[src/rtl/sfi_axi_rd_bridge.sv]
// SFI-to-AXI read bridge: SFI read requests become AXI AR bursts, and R beats return as SFI responses tagged with the owning transid.
// Latency: request accept -> axi_arvalid 1 cycle; R beat -> SFI response is a combinational pass-through (0 cycles).
// Backpressure: requests stall while every slot is busy or the AR register is stalled; R follows sfi_rsp_rdy, and unknown-id beats are sunk.
module sfi_axi_rd_bridge #(
    parameter int DATA_W = 64,
    parameter int ADDR_W = 40,
    parameter int TID_W  = 8,
    parameter int ID_W   = 4,
    parameter int DEPTH  = 4
) (
    input  logic              clk,
    input  logic              reset,
    // SFI request
    input  logic              sfi_req_vld,
    output logic              sfi_req_rdy,
    input  logic [5:0]        sfi_req_length,
    input  logic [ADDR_W-1:0] sfi_req_addr,
    input  logic [TID_W-1:0]  sfi_req_transid,
    // SFI response
    output logic              sfi_rsp_vld,
    input  logic              sfi_rsp_rdy,
    output logic              sfi_rsp_last,
    output logic              sfi_rsp_status,
    output logic [TID_W-1:0]  sfi_rsp_transid,
    output logic [DATA_W-1:0] sfi_rsp_data,
    // AXI AR
    output logic              axi_arvalid,
    input  logic              axi_arready,
    output logic [ID_W-1:0]   axi_arid,
    output logic [ADDR_W-1:0] axi_araddr,
    output logic [7:0]        axi_arlen,
    // AXI R
    input  logic              axi_rvalid,
    output logic              axi_rready,
    input  logic [ID_W-1:0]   axi_rid,
    input  logic [DATA_W-1:0] axi_rdata,
    input  logic [1:0]        axi_rresp,
    input  logic              axi_rlast,
    // status
    output logic              err_unexp
);

    localparam int IDX_W = $clog2(DEPTH);

    // Slot table: the slot index doubles as the AXI id of the burst.
    logic [DEPTH-1:0] r_slot_vld;
    logic [TID_W-1:0] r_slot_tid [DEPTH];
    logic [5:0]       r_slot_len [DEPTH];
    logic [5:0]       r_slot_cnt [DEPTH];

    // AR output register
    logic              r_arvalid;
    logic [ID_W-1:0]   r_arid;
    logic [ADDR_W-1:0] r_araddr;
    logic [7:0]        r_arlen;

    logic             w_any_free;
    logic [IDX_W-1:0] w_free_idx;
    logic             w_req_acc;
    logic [IDX_W-1:0] w_ridx;
    logic             w_rid_in_range;
    logic             w_rid_hit;
    logic             w_cnt_done;
    logic             w_rsp_last;
    logic             w_beat_acc;

    // Lowest-index free slot. This uses registered state only, so a slot freed
    // this cycle cannot be reallocated until the next cycle.
    always_comb begin
        w_any_free = 1'b0;
        w_free_idx = '0;
        for (int i = DEPTH - 1; i >= 0; i--) begin
            if (!r_slot_vld[i]) begin
                w_any_free = 1'b1;
                w_free_idx = IDX_W'(i);
            end
        end
    end

    assign sfi_req_rdy = w_any_free & (~r_arvalid | axi_arready);
    assign w_req_acc   = sfi_req_vld & sfi_req_rdy;

    // An id whose bits above the slot index are nonzero can never be
    // outstanding. DEPTH is a power of two, so checking those bits is enough.
    assign w_ridx         = axi_rid[IDX_W-1:0];
    assign w_rid_in_range = ((axi_rid >> IDX_W) == '0);
    assign w_rid_hit      = w_rid_in_range & r_slot_vld[w_ridx];
    assign w_cnt_done     = (r_slot_cnt[w_ridx] == r_slot_len[w_ridx]);
    assign w_rsp_last     = axi_rlast | w_cnt_done;
    assign w_beat_acc     = axi_rvalid & w_rid_hit & sfi_rsp_rdy;

    // Beats for an owned id pass through untouched. Stray beats are sunk
    // (rready forced high) and flagged.
    assign sfi_rsp_vld     = axi_rvalid & w_rid_hit;
    assign axi_rready      = w_rid_hit ? sfi_rsp_rdy : 1'b1;
    assign sfi_rsp_last    = w_rsp_last;
    assign sfi_rsp_status  = (axi_rresp != 2'b00) | (axi_rlast & ~w_cnt_done);
    assign sfi_rsp_transid = r_slot_tid[w_ridx];
    assign sfi_rsp_data    = axi_rdata;
    assign err_unexp       = axi_rvalid & ~w_rid_hit & ~reset;

    // Slot bookkeeping. An allocation and a free in the same cycle always
    // target different slots: one slot is currently free, the other is valid.
    always_ff @(posedge clk or posedge reset) begin
        if (reset) begin
            r_slot_vld <= '0;
            for (int i = 0; i < DEPTH; i++) begin
                r_slot_tid[i] <= '0;
                r_slot_len[i] <= '0;
                r_slot_cnt[i] <= '0;
            end
        end else begin
            if (w_beat_acc) begin
                if (w_rsp_last) begin
                    r_slot_vld[w_ridx] <= 1'b0;
                end else begin
                    r_slot_cnt[w_ridx] <= r_slot_cnt[w_ridx] + 6'd1;
                end
            end
            if (w_req_acc) begin
                r_slot_vld[w_free_idx] <= 1'b1;
                r_slot_tid[w_free_idx] <= sfi_req_transid;
                r_slot_len[w_free_idx] <= sfi_req_length;
                r_slot_cnt[w_free_idx] <= 6'd0;
            end
        end
    end

    // AR register: loads on accept and holds while stalled. Accept is only
    // possible when the register is empty or draining, so a stalled payload
    // is never overwritten.
    always_ff @(posedge clk or posedge reset) begin
        if (reset) begin
            r_arvalid <= 1'b0;
            r_arid    <= '0;
            r_araddr  <= '0;
            r_arlen   <= '0;
        end else if (w_req_acc) begin
            r_arvalid <= 1'b1;
            r_arid    <= ID_W'(w_free_idx);
            r_araddr  <= sfi_req_addr;
            r_arlen   <= {2'b00, sfi_req_length};
        end else if (axi_arready) begin
            r_arvalid <= 1'b0;
        end
    end

    assign axi_arvalid = r_arvalid;
    assign axi_arid    = r_arid;
    assign axi_araddr  = r_araddr;
    assign axi_arlen   = r_arlen;

endmodule

[config.mk]
export PLATFORM = sky130hd
export DESIGN_NAME = sfi_axi_rd_bridge
export DESIGN_NICKNAME = d
export VERILOG_FILES = /design/src/rtl/sfi_axi_rd_bridge.sv
export SDC_FILE = /design/constraint.sdc
export NUM_CORES = 1
export LEC_CHECK = 0
export CORE_MARGIN = 2
export CORE_UTILIZATION = 44
export CTS_CLUSTER_DIAMETER = 80
export DETAILED_ROUTE_END_ITERATION = 7
export GPL_TIMING_DRIVEN = 0
export MAX_ROUTING_LAYER = met4
export PLACE_DENSITY = 0.81
export SLEW_MARGIN = 20
export SYNTH_ARGS = -nofsm -noshare
export SYNTH_HDL_FRONTEND = slang
export SYNTH_SLANG_ARGS = --single-unit
[constraint.sdc]
create_clock -name clk -period 5.9 [get_ports clk]
set_input_delay 1.77 -clock clk [delete_from_list [all_inputs] [get_ports clk]]
set_output_delay 1.77 -clock clk [all_outputs]
set_load 0.01 [all_outputs]
* Yosys cells after proc, flatten, opt, wreduce, memory -nomap -nowiden
Cells that the tools add are included.
Cells by class: shift operators 0, eq/ne operators 1, add/subtract/negate cells 1, $lt $le $gt $ge 8, reductions and logical operators 7, bitwise logic cells 22, div/mod/pow operators 0, $mul 0, multiplexer cells 41
Operator list (count):
- $mux 24 | 3
- $bwmux 24 | 2
- $mux 6 | 6
- $bwmux 32 | 1
- $and 24x24->24 | 1
- $bmux 6 s2 | 2
- $demux 6 s2 | 2
- $mux 8 | 3
- $not 24->24 | 1
- $bmux 8 s2 | 1
- $demux 8 s2 | 1
- $mux 4 | 3
- $mux 1 | 10
- $and 1x1->1 | 8
- $mux 2 | 4
- $add 6x1->6 const B | 1
- $eq 6x6->1 | 1
- $ge 3x3->1 const B | 2
- $lt 2x3->1 const B | 2
- $lt 3x1->1 const B | 2
- $not 2->3 | 2
- $and 4x4->4 | 1
- $demux 1 s2 | 2
- $ge 2x1->1 const B | 2
- 8 further kinds | 17
Storage, ports and cells: bits in read-only memories 0, memories 0, bits in writable memories 0, bits in registers 133, latch bits 0

* Depth between registers and ports, before layout
Gate-level depths: netlist of the first run.
depth in word-level cells 12, depth in mapped cells 8, gate-level depth less buffers 6

* Worst setup path after synthesis of the first run
No wires, ideal clock.
path kind input port to output port, start point in axi_rid[1], end point out sfi_rsp_last, path slack 0.850 ns, cell stages on the path 6, arrival time 3.280 ns, cell sequence buf_2 buf_2 mux4_2 xnor2_2 nand4_4 o21ai_1
On the way: longest elaborated chain between the ends 6, elaborated cells on any way between the ends 9, those cells by class eq/ne (1); mux (6); bitwise (2)
Ends and longest elaborated chain:
- start: declaration | RTL line 35 | input logic [ID_W-1:0] axi_rid,
- $not 2->3 (implied by the code) * | RTL line 88 | assign w_cnt_done = (r_slot_cnt[w_ridx] == r_slot_len[w_ridx]);
- $bmux 6 s2 | RTL line 88
- $mux 6 (implied by the code) (2 in a row) | RTL line 88
- $eq 6x6->1 * | RTL line 88
- $or 1x1->1 * | RTL line 89 | assign w_rsp_last = axi_rlast | w_cnt_done;
- end: declaration | RTL line 22 | output logic sfi_rsp_last,
Mark *: on every way between the ends. The rest lies on a longest branch, timed or not. The select of a mux whose other input is x is not followed.

* Worst setup path after layout of the first run
Ends and elaborated chain as after synthesis.

==> results of run 1 <==
[layer usage]
layer	GRT usage, %	up-vias
li1	-	2170
met5	-	-
met3	7.56	21
met1	26.1	2388
met2	38.0	261
met4	7.45	0
[final timing paths]
kind	start	endpoint	slack (ns)	cells after the start
setup / recovery	axi_rid[1]	sfi_rsp_last	0.14	7
min in group asynchronous	reset	r_slot_vld[0]	1.76	2
max in group asynchronous	reset	axi_araddr[17]	3.39	3
setup reg to reg	axi_arvalid	r_slot_len[2]	3.08	7
hold / removal	r_slot_len[10]	r_slot_len[10]	0.47	2
hold reg to reg	r_slot_len[10]	r_slot_len[10]	0.47	2
[power by group]
part	internal, mW	total, mW	switching [mW]	leakage, nW
Clock	0.739	1.14	0.400	0.300
Sequential	1.27	1.46	0.192	1.64
Combinational	0.868	1.49	0.620	2.30
Total	2.88	4.09	1.21	4.23
[final cells by class]
| class | instances | area (um2) |
|---|---|---|
| Timing Repair Buffer | 192 | 1940 |
| Clock buffer | 20 | 467 |
| Clock inverter | 12 | 176 |
| Multi-Input combinational cell | 306 | 2560 |
| Fill cell | 1086 | 5120 |
| Tap cell | 184 | 230 |
| Buffer | 93 | 643 |
| Inverter | 3 | 18.8 |
| Sequential cell | 133 | 3330 |
[flip-flops by register name, indices dropped and copies added (netlist names)]
register	flops
axi_araddr	40
axi_arid	2
axi_arlen	6
axi_arvalid	1
r_slot_cnt	24
r_slot_len	24
r_slot_tid	32
r_slot_vld	4
[per-stage QoR]
stage / power (mW) / util, %
after floorplan: 2.24 / -
after global placement: 2.89 / 59.8
after detailed placement: 2.96 / 60.1
after CTS: 4.12 / 64.6
after global routing: 4.30 / 64.6
final: 4.09 / 64.6
[cell usage in the layout, fill, tap and decap left out, drive strengths merged, types with 2 or more instances in the layout]
master         netlist  layout
a21oi                3       3
a31oi                3       3
and2                 2       2
buf                 76      76
bufinv               0       4
clkbuf              17      38
clkdlybuf4s50        0     191
clkinv               0       3
clkinvlp             0       5
conb                 1       4
dfrtp              133     133
inv                  3       3
mux2                74      74
mux2i               24      24
mux4                21      21
nand2              125     125
nand2b               3       3
nand3                4       4
nand4                2       2
nor2                 6       6
nor3                 3       3
nor3b                3       3
o21ai                6       6
or2                  2       2
or3                  2       2
xnor2                6       6
xor2                 3       3
[worst max-delay path, delay by kind of cell]
family | cells | cell delay [ns]
XOR/XNOR | 1 | 0.23
multiplexers | 1 | 0.41
AO/OA/AOI/OAI | 1 | 0.26
buffers and inverters | 3 | 1.08
AND/OR/NAND/NOR | 1 | 0.22
[logic make-up (layout without fill, tap and decap cells)]
logic type	after synthesis	after routing	synth area share, %
other	1	4	0.0576
adder cells (fa/ha/maj)	1	1	0.192
XOR/XNOR	9	9	1.79
multiplexers	119	119	24.2
flip-flops	133	133	51.1
AND/OR/NAND/NOR	157	157	10.6
AO/OA/AOI/OAI	16	16	2.06
buffers and inverters	96	320	10.0
==> impl_metrics.ini, run 1 <==
[logic_synthesis]
ys_top_cells_by_area = dfrtp_1 51%, mux2_2 13%, buf_4 7.8%
ys_seq_area_share_pct = 51.1
synth_warnings = 0
ys_ff_latch = 133
synth_cell_types = 43
async_flop_share_pct = 100
synthesis.area_um2 = 6510
synth-edff-count = 0
yosysTopAreaCell = dfrtp_1
avgSynthCellArea_um2 = 12.2
ys.flop_type = dfrtp_1
yosysMostFrequentCell = dfrtp_1
syn_inst = 532
synth.top_cells.by_count = 133 x dfrtp_1, 124 x nand2_1, 74 x mux2_2, 68 x buf_4, 24 x mux2i_1
synth_top_area_share_pct = 51.1

[routing]
wl_mm = 17.2
vias = 4840
route.detailed.drc = 0
drtPass1Iterations = 4
top_layer = met4
drtIter0Drc = 369
post_drt_wl_per_cell_um = 18.2
wl_met1_mm = 6.58
ant_nets = 0
wl_met2_mm = 8.74
vias_per_cell = 5.13
met3WireLength_mm = 1.61

[clock_tree]
cts-root-buf = clkbuf_16
cts_tree = yes
post_cts_buffers = 0
htreeDepth = 4
cts_buffers = 17
clock_latency_ns = 0.42
cts.sink_count = 133
cts.clk_slew.worst_paths_ns = 0.06
cts-resized-gates = 1
cts_buffer_depth = 2
cts_hold_buf = 0

[sta]
slew_viol_final = 0
setup_viol = 0
setup_ws_ns = 0.137
fmax_mhz = 174
rsz0062_at_grt = no
hold_viol_final = 0
relSlewSlack_pct = 39.6
post-route-period-util_pct = 97.7
worst_pin_slew_ns = 0.899
period_minus_slack_ns = 5.76
whs_ns = 0.473
finalClockSkew_ns = 0.00785
fin_setup_tns_ns = 0

[critical_path]
cp-end-kind = output port
worst-path-max-fanout = 10
path_class = input pin to output port
cpMaxStageDelayCell = clkdlybuf4s50_1
worstPathRequired_ns = 4.13
cpPeakStageDelay_ns = 0.58
arrival_ns = 3.99
cp_cell_sequence = buf_2, clkbuf_4, mux4_2, xnor2_2, nand4_4, o21ai_4, clkdlybuf4s50_1
critPathLaunchType = input pin

[global_route]
overflow = 0
grt_pass1_vias = 5225
grt.total_usage_pct = 22.8
grt_max_degree = 103
grt_antenna_before_repair = 0
grt_pass1_wl_mm = 27.1

[die]
core_area_um2 = 14500
die_area_um2 = 15800
rows = 44
io_pins = 262
start_util_pct = 45.0
die_w_um = 126
die_y_um = 126

[power_and_ir_drop]
p_per_area_nw_per_um2 = 437
p_leak_nw = 4.23
vdd_drop_max_uv = 306

[place]
placed_cells = 911
detailed_place.area_um2 = 8700
hpwlAfterDp_mm = 12.6
place_congestion = 0.855
io_buffers = 191
post-place-ws_ns = -0.101

[layout]
stdcell_count = 943
drive_above_1_share_pct = 27.9
fin_nets = 878
final_cell_area_um2 = 9360
antennaDiodeCount = 0
area_growth_pct = 43.8

[run]
maxCapViolations = 0

[status]
outcome = finished clean

[worst_hold_path]
hold_path_class = flip-flop to flip-flop
Power figures use the tool's default switching activity.
==> run 2, diff against run 1 <==
--- a/config.mk
+++ b/config.mk
@@ -6,12 +6,12 @@
 export NUM_CORES = 1
 export LEC_CHECK = 0
 export CORE_MARGIN = 2
-export CORE_UTILIZATION = 44
+export CORE_UTILIZATION = 40
 export CTS_CLUSTER_DIAMETER = 80
 export DETAILED_ROUTE_END_ITERATION = 7
 export GPL_TIMING_DRIVEN = 0
 export MAX_ROUTING_LAYER = met4
-export PLACE_DENSITY = 0.81
+export PLACE_DENSITY = 0.78
 export SLEW_MARGIN = 20
 export SYNTH_ARGS = -nofsm -noshare
 export SYNTH_HDL_FRONTEND = slang
==> constraint.sdc (replaced) <==
create_clock -name clk -period 5.3 [get_ports clk]
set_input_delay 1.59 -clock clk [delete_from_list [all_inputs] [get_ports clk]]
set_output_delay 1.59 -clock clk [all_outputs]
set_load 0.01 [all_outputs]
==> impl_metrics.ini, run 2 (synthesized netlist as in run 1, its figures left out) <==
[global_route]
grt_pass1_vias = 5264
grt_pass1_wl_mm = 27.5
grt_max_degree = 83
overflow = 0
grt.total_usage_pct = 20.7
grt_antenna_before_repair = 0

[place]
place_congestion = 0.857
io_buffers = 191
placed_cells = 943
hpwlAfterDp_mm = 12.3

[routing]
post_drt_wl_per_cell_um = 17.4
vias_per_cell = 4.93
drtIter0Drc = 266
vias = 4821
wl_mm = 17.0
drtPass1Iterations = 4
ant_nets = 0
route.detailed.drc = 0

[critical_path]
worstPathRequired_ns = 3.71
cpMaxStageDelayCell = mux4_1
worst-path-max-fanout = 7
cpLargestDelayFamily = buffers and inverters
arrival_ns = 3.62
worst-path-buf-inv = 2
path_class = input pin to output port
cpPeakStageDelay_ns = 0.65
cp_cell_sequence = buf_2, mux4_1, xnor2_2, nand4_4, o21ai_4, clkdlybuf4s50_1
cp-end-kind = output port
critPathLaunchType = input pin

[clock_tree]
cts.sink_count = 133
cts_buffers = 17
clock_latency_ns = 0.42
cts_tree = yes
htreeDepth = 4
cts-root-buf = clkbuf_16
cts.clk_slew.worst_paths_ns = 0.06
cts_buffer_depth = 2

[sta]
post-route-period-util_pct = 98.3
whs_ns = 0.473
slew_viol_final = 0
hold_viol_final = 0
relSlewSlack_pct = 35.0
period_minus_slack_ns = 5.21
rsz0062_at_grt = no
setup_viol = 0
fin_setup_tns_ns = 0
fmax_mhz = 192
worst_pin_slew_ns = 0.967
finalClockSkew_ns = 0.00620

[die]
die_y_um = 132
io_pins = 262
start_util_pct = 41.0
die_w_um = 132
core_area_um2 = 15900
rows = 46
die_area_um2 = 17300

[layout]
nFillCells = 1288
fin_nets = 880
drive_above_1_share_pct = 28.3
antennaDiodeCount = 0
mostFrequentLayoutCells = 191 x clkdlybuf4s50_1, 133 x dfrtp_1, 124 x nand2_1, 74 x mux2_2, 70 x buf_4
area_growth_pct = 43.4
final_core_util_pct = 58.8
final_common_cell = clkdlybuf4s50_1
stdcell_count = 977
largest_reg_flops = 40

[worst_hold_path]
hold_path_class = flip-flop to flip-flop

[power_and_ir_drop]
power_mw = 4.44
p_leak_nw = 4.20
vdd_drop_max_uv = 334
p_per_area_nw_per_um2 = 475

[run]
maxCapViolations = 0

[status]
outcome = finished clean
==> run 2: cell types whose count changed in the layout (fill, tap and decap cells not counted), moves of 2 or more <==
cell	previous run	this run
mux4_2	14	16
inv_6	0	3
bufinv_16	4	2
clkbuf_8	3	0
mux4_1	7	5
clkinv_2	2	5
clkbuf_1	17	19
buf_4	68	70
==> run 2: through the flow <==
stage	cell area, um2	worst slack [ns]
finish	9340	0.0887
global route	9340	0.00962
CTS	9320	-0.00109
detailed placement	8730	-0.323
global placement	8700	-1.45
floorplan	6520	0.156
==> run 2: path summary, 6_finish.rpt <==
check | startpoint | to | slack (ns) | depth (start not counted)
max | axi_rid[1] | sfi_rsp_last | 0.09 | 6
min | r_slot_tid[7] | r_slot_tid[7] | 0.47 | 2
max reg2reg | axi_arvalid | r_slot_tid[11] | 2.46 | 7
min reg2reg | r_slot_tid[7] | r_slot_tid[7] | 0.47 | 2
max in group asynchronous | reset | r_slot_cnt[0] | 2.92 | 3
min in group asynchronous | reset | axi_araddr[21] | 1.62 | 2
==> run 2: layout make-up <==
cell class	count	area (um2)	share of cell area, %
Clock buffer	19	433	4.64
Inverter	3	16.3	0.174
Timing Repair Buffer	194	1950	20.9
Multi-Input combinational cell	306	2550	27.4
Sequential cell	133	3330	35.6
Buffer	93	647	6.93
Tap cell	216	270	2.89
Clock inverter	13	133	1.42
==> run 2: metal layers <==
metal / wire length, um / track usage, %
met3: 1410 / 6.17
met2: 8680 / 34.8
met5: 0 / -
met4: 231 / 6.28
met1: 6650 / 23.9
==> run 2: report_power, final <==
group          switching (mW)  leakage [nW]  internal (mW)  total (mW)
Combinational           0.690          2.30          0.978        1.67
Clock                   0.443         0.269          0.689        1.13
Sequential              0.221          1.64           1.42        1.64
==> run 2: tightest hold or removal path: cells and delay by family (launching register included) <==
kind          cells  cell delay (ns)
flops             1             0.34
simple gates      2             0.10
==> run 2: what timing repair did <==
action                                  CTS  global route
gates resized for setup                   7             2
pin swaps                                 1             1
endpoints found under the setup margin    2             2
hold buffers                              0             0
setup buffers                             1             1
==> run 3, diff against run 2 <==
--- a/config.mk
+++ b/config.mk
@@ -9,10 +9,11 @@
 export CORE_UTILIZATION = 40
 export CTS_CLUSTER_DIAMETER = 80
 export DETAILED_ROUTE_END_ITERATION = 7
-export GPL_TIMING_DRIVEN = 0
+export GPL_TIMING_DRIVEN = 1
 export MAX_ROUTING_LAYER = met4
 export PLACE_DENSITY = 0.78
 export SLEW_MARGIN = 20
 export SYNTH_ARGS = -nofsm -noshare
 export SYNTH_HDL_FRONTEND = slang
 export SYNTH_SLANG_ARGS = --single-unit
+export TNS_END_PERCENT = 100
==> impl_metrics.ini, run 3 (synthesized netlist as in run 1, its figures left out) <==
[place]
post-place-ws_ns = -0.327
placed_cells = 810
hpwlAfterDp_mm = 11.0
place_congestion = 0.898
io_buffers = 129

[critical_path]
critPathLaunchType = input pin
cpMaxStageDelayCell = clkdlybuf4s50_1
worst-r2r-cell-count = 5
cp-end-kind = output port
cp_common_cell = clkdlybuf4s50_1
rr_startpoint = r_slot_vld[1]
worst-path-buf-inv = 4
worstPathRequired_ns = 3.71
cp_cell_sequence = clkdlybuf4s50_1, buf_6, buf_4, mux4_2, nor3b_1, nand2b_1, clkdlybuf4s50_1
cp.depth = 7
arrival_ns = 3.60
path_class = input pin to output port
r2r_end = r_slot_cnt[11]
regToRegSetupSlack_ns = 2.96
worst-path-max-fanout = 13
cpLargestDelayFamily = buffers and inverters
cpPeakStageDelay_ns = 0.48

[sta]
whs_ns = 0.475
setup_ws_ns = 0.108
setup_viol = 0
rsz0062_at_grt = no
post-route-period-util_pct = 98.0
slew_viol_final = 0
relSlewSlack_pct = 35.9
fmax_mhz = 193
finalClockSkew_ns = 0.0115
worst_pin_slew_ns = 0.962
period_minus_slack_ns = 5.19
hold_viol_final = 0

[layout]
mostFrequentLayoutCells = 133 x dfrtp_1, 124 x nand2_1, 124 x clkdlybuf4s50_1, 74 x mux2_2, 24 x mux2i_1
final_core_util_pct = 52.1
area_growth_pct = 27.1
drive_above_1_share_pct = 27.3
final-seq-area_um2 = 3330
multi_input_area_um2 = 2540
largest_reg_flops = 40
fin_nets = 746
final_common_cell = dfrtp_1
nFillCells = 1345
antennaDiodeCount = 0
stdcell_count = 842

[global_route]
grt_antenna_before_repair = 0
grt_pass1_wl_mm = 24.9
grt.total_usage_pct = 18.9
grt_max_degree = 70
grt_pass1_vias = 4803
overflow = 0

[routing]
post_drt_wl_per_cell_um = 18.4
route.detailed.drc = 0
ant_nets = 0
drtPass1Iterations = 4
drtIter0Drc = 258
wl_mm = 15.5
vias_per_cell = 5.17
vias = 4356

[die]
core_area_um2 = 15900
start_util_pct = 41.0
die_y_um = 132
die_area_um2 = 17300
die_w_um = 132
io_pins = 262
rows = 46

[status]
outcome = finished clean

[clock_tree]
post_cts_buffers = 0
cts.sink_count = 133
cts-root-buf = clkbuf_16
cts_hold_buf = 0
cts_buffer_depth = 2
cts_tree = yes
cts_buffers = 17
clock_latency_ns = 0.42
cts.clk_slew.worst_paths_ns = 0.06
htreeDepth = 4

[worst_hold_path]
hold_path_class = flip-flop to flip-flop
min_from = r_slot_tid[13]
min_to = r_slot_tid[13]
hold_depth = 2

[power_and_ir_drop]
p_leak_nw = 3.70
p_per_area_nw_per_um2 = 529
vdd_drop_max_uv = 322

[run]
maxCapViolations = 0
## run 3: cell count changes in the layout (fill, tap and decap cells not counted), moves of 5 or more
cell             delta
clkbuf_1           -19
mux4_2              +5
mux4_1              -5
buf_4              -51
clkdlybuf4s50_1    -67
## run 3: worst register-to-register path, stage by stage, from the launching register on
cell and delay (ns):
dfrtp_1 0.52, nand4_1 0.18, nand3_2 0.32, or3_1 0.81, o21ai_0 0.22, mux2i_1 0.20
## run 3: worst max-delay path by stage
stage                from  slack [ns]              to
4_1_cts        axi_rid[1]       -0.19  sfi_rsp_status
5_1_grt        axi_rid[1]       0.006      axi_rready
2_1_floorplan       reset        0.16   axi_araddr[0]
3_3_place_gp   axi_rid[1]       -0.34  sfi_rsp_status
6_report       axi_rid[1]        0.11      axi_rready
3_5_place_dp   axi_rid[1]       -0.33  sfi_rsp_status
## run 3: area by class of cell
class	instances	area share (%)
well taps	216	3.27
clock buffers	20	5.64
inverters	3	0.166
repair buffers	153	18.4
clock inverters	11	1.53
multi-input cells	306	30.8
flip-flops and latches	133	40.2
## run 3: per-layer routing
layer  GRT usage [%]  up-vias  routed length [um]  share of wire [%]
met5               -        -                   0                  0
met4            9.54        0                 470                3.0
met3            5.56       60                1090                7.0
met2            29.7      203                7660                 50
met1            22.1     2189                6260                 40
li1                -     1904                   -                  -
## run 3: repair_timing
item	in CTS	in global routing
resized for setup	16	6
endpoints found under the setup margin	5	3
pin swaps	0	3
gates cloned	0	1
hold endpoints to repair	0	0
## run 3: through the flow
stage                     TNS, ns  instance area (um2)  power (mW)
final                           0                 8270        4.38
after global routing            0                 8270        4.61
after CTS                  -0.193                 8230        4.41
after detailed placement    -1.07                 7640        3.22
after global placement      -1.07                 7640        3.15
after floorplan                 0                 6520        2.49
## run 3: power breakdown
part	internal (mW)	switching, mW	total [mW]
clock network	0.727	0.431	1.16
logic	0.915	0.644	1.56
registers	1.42	0.242	1.66
total	3.06	1.32	4.38
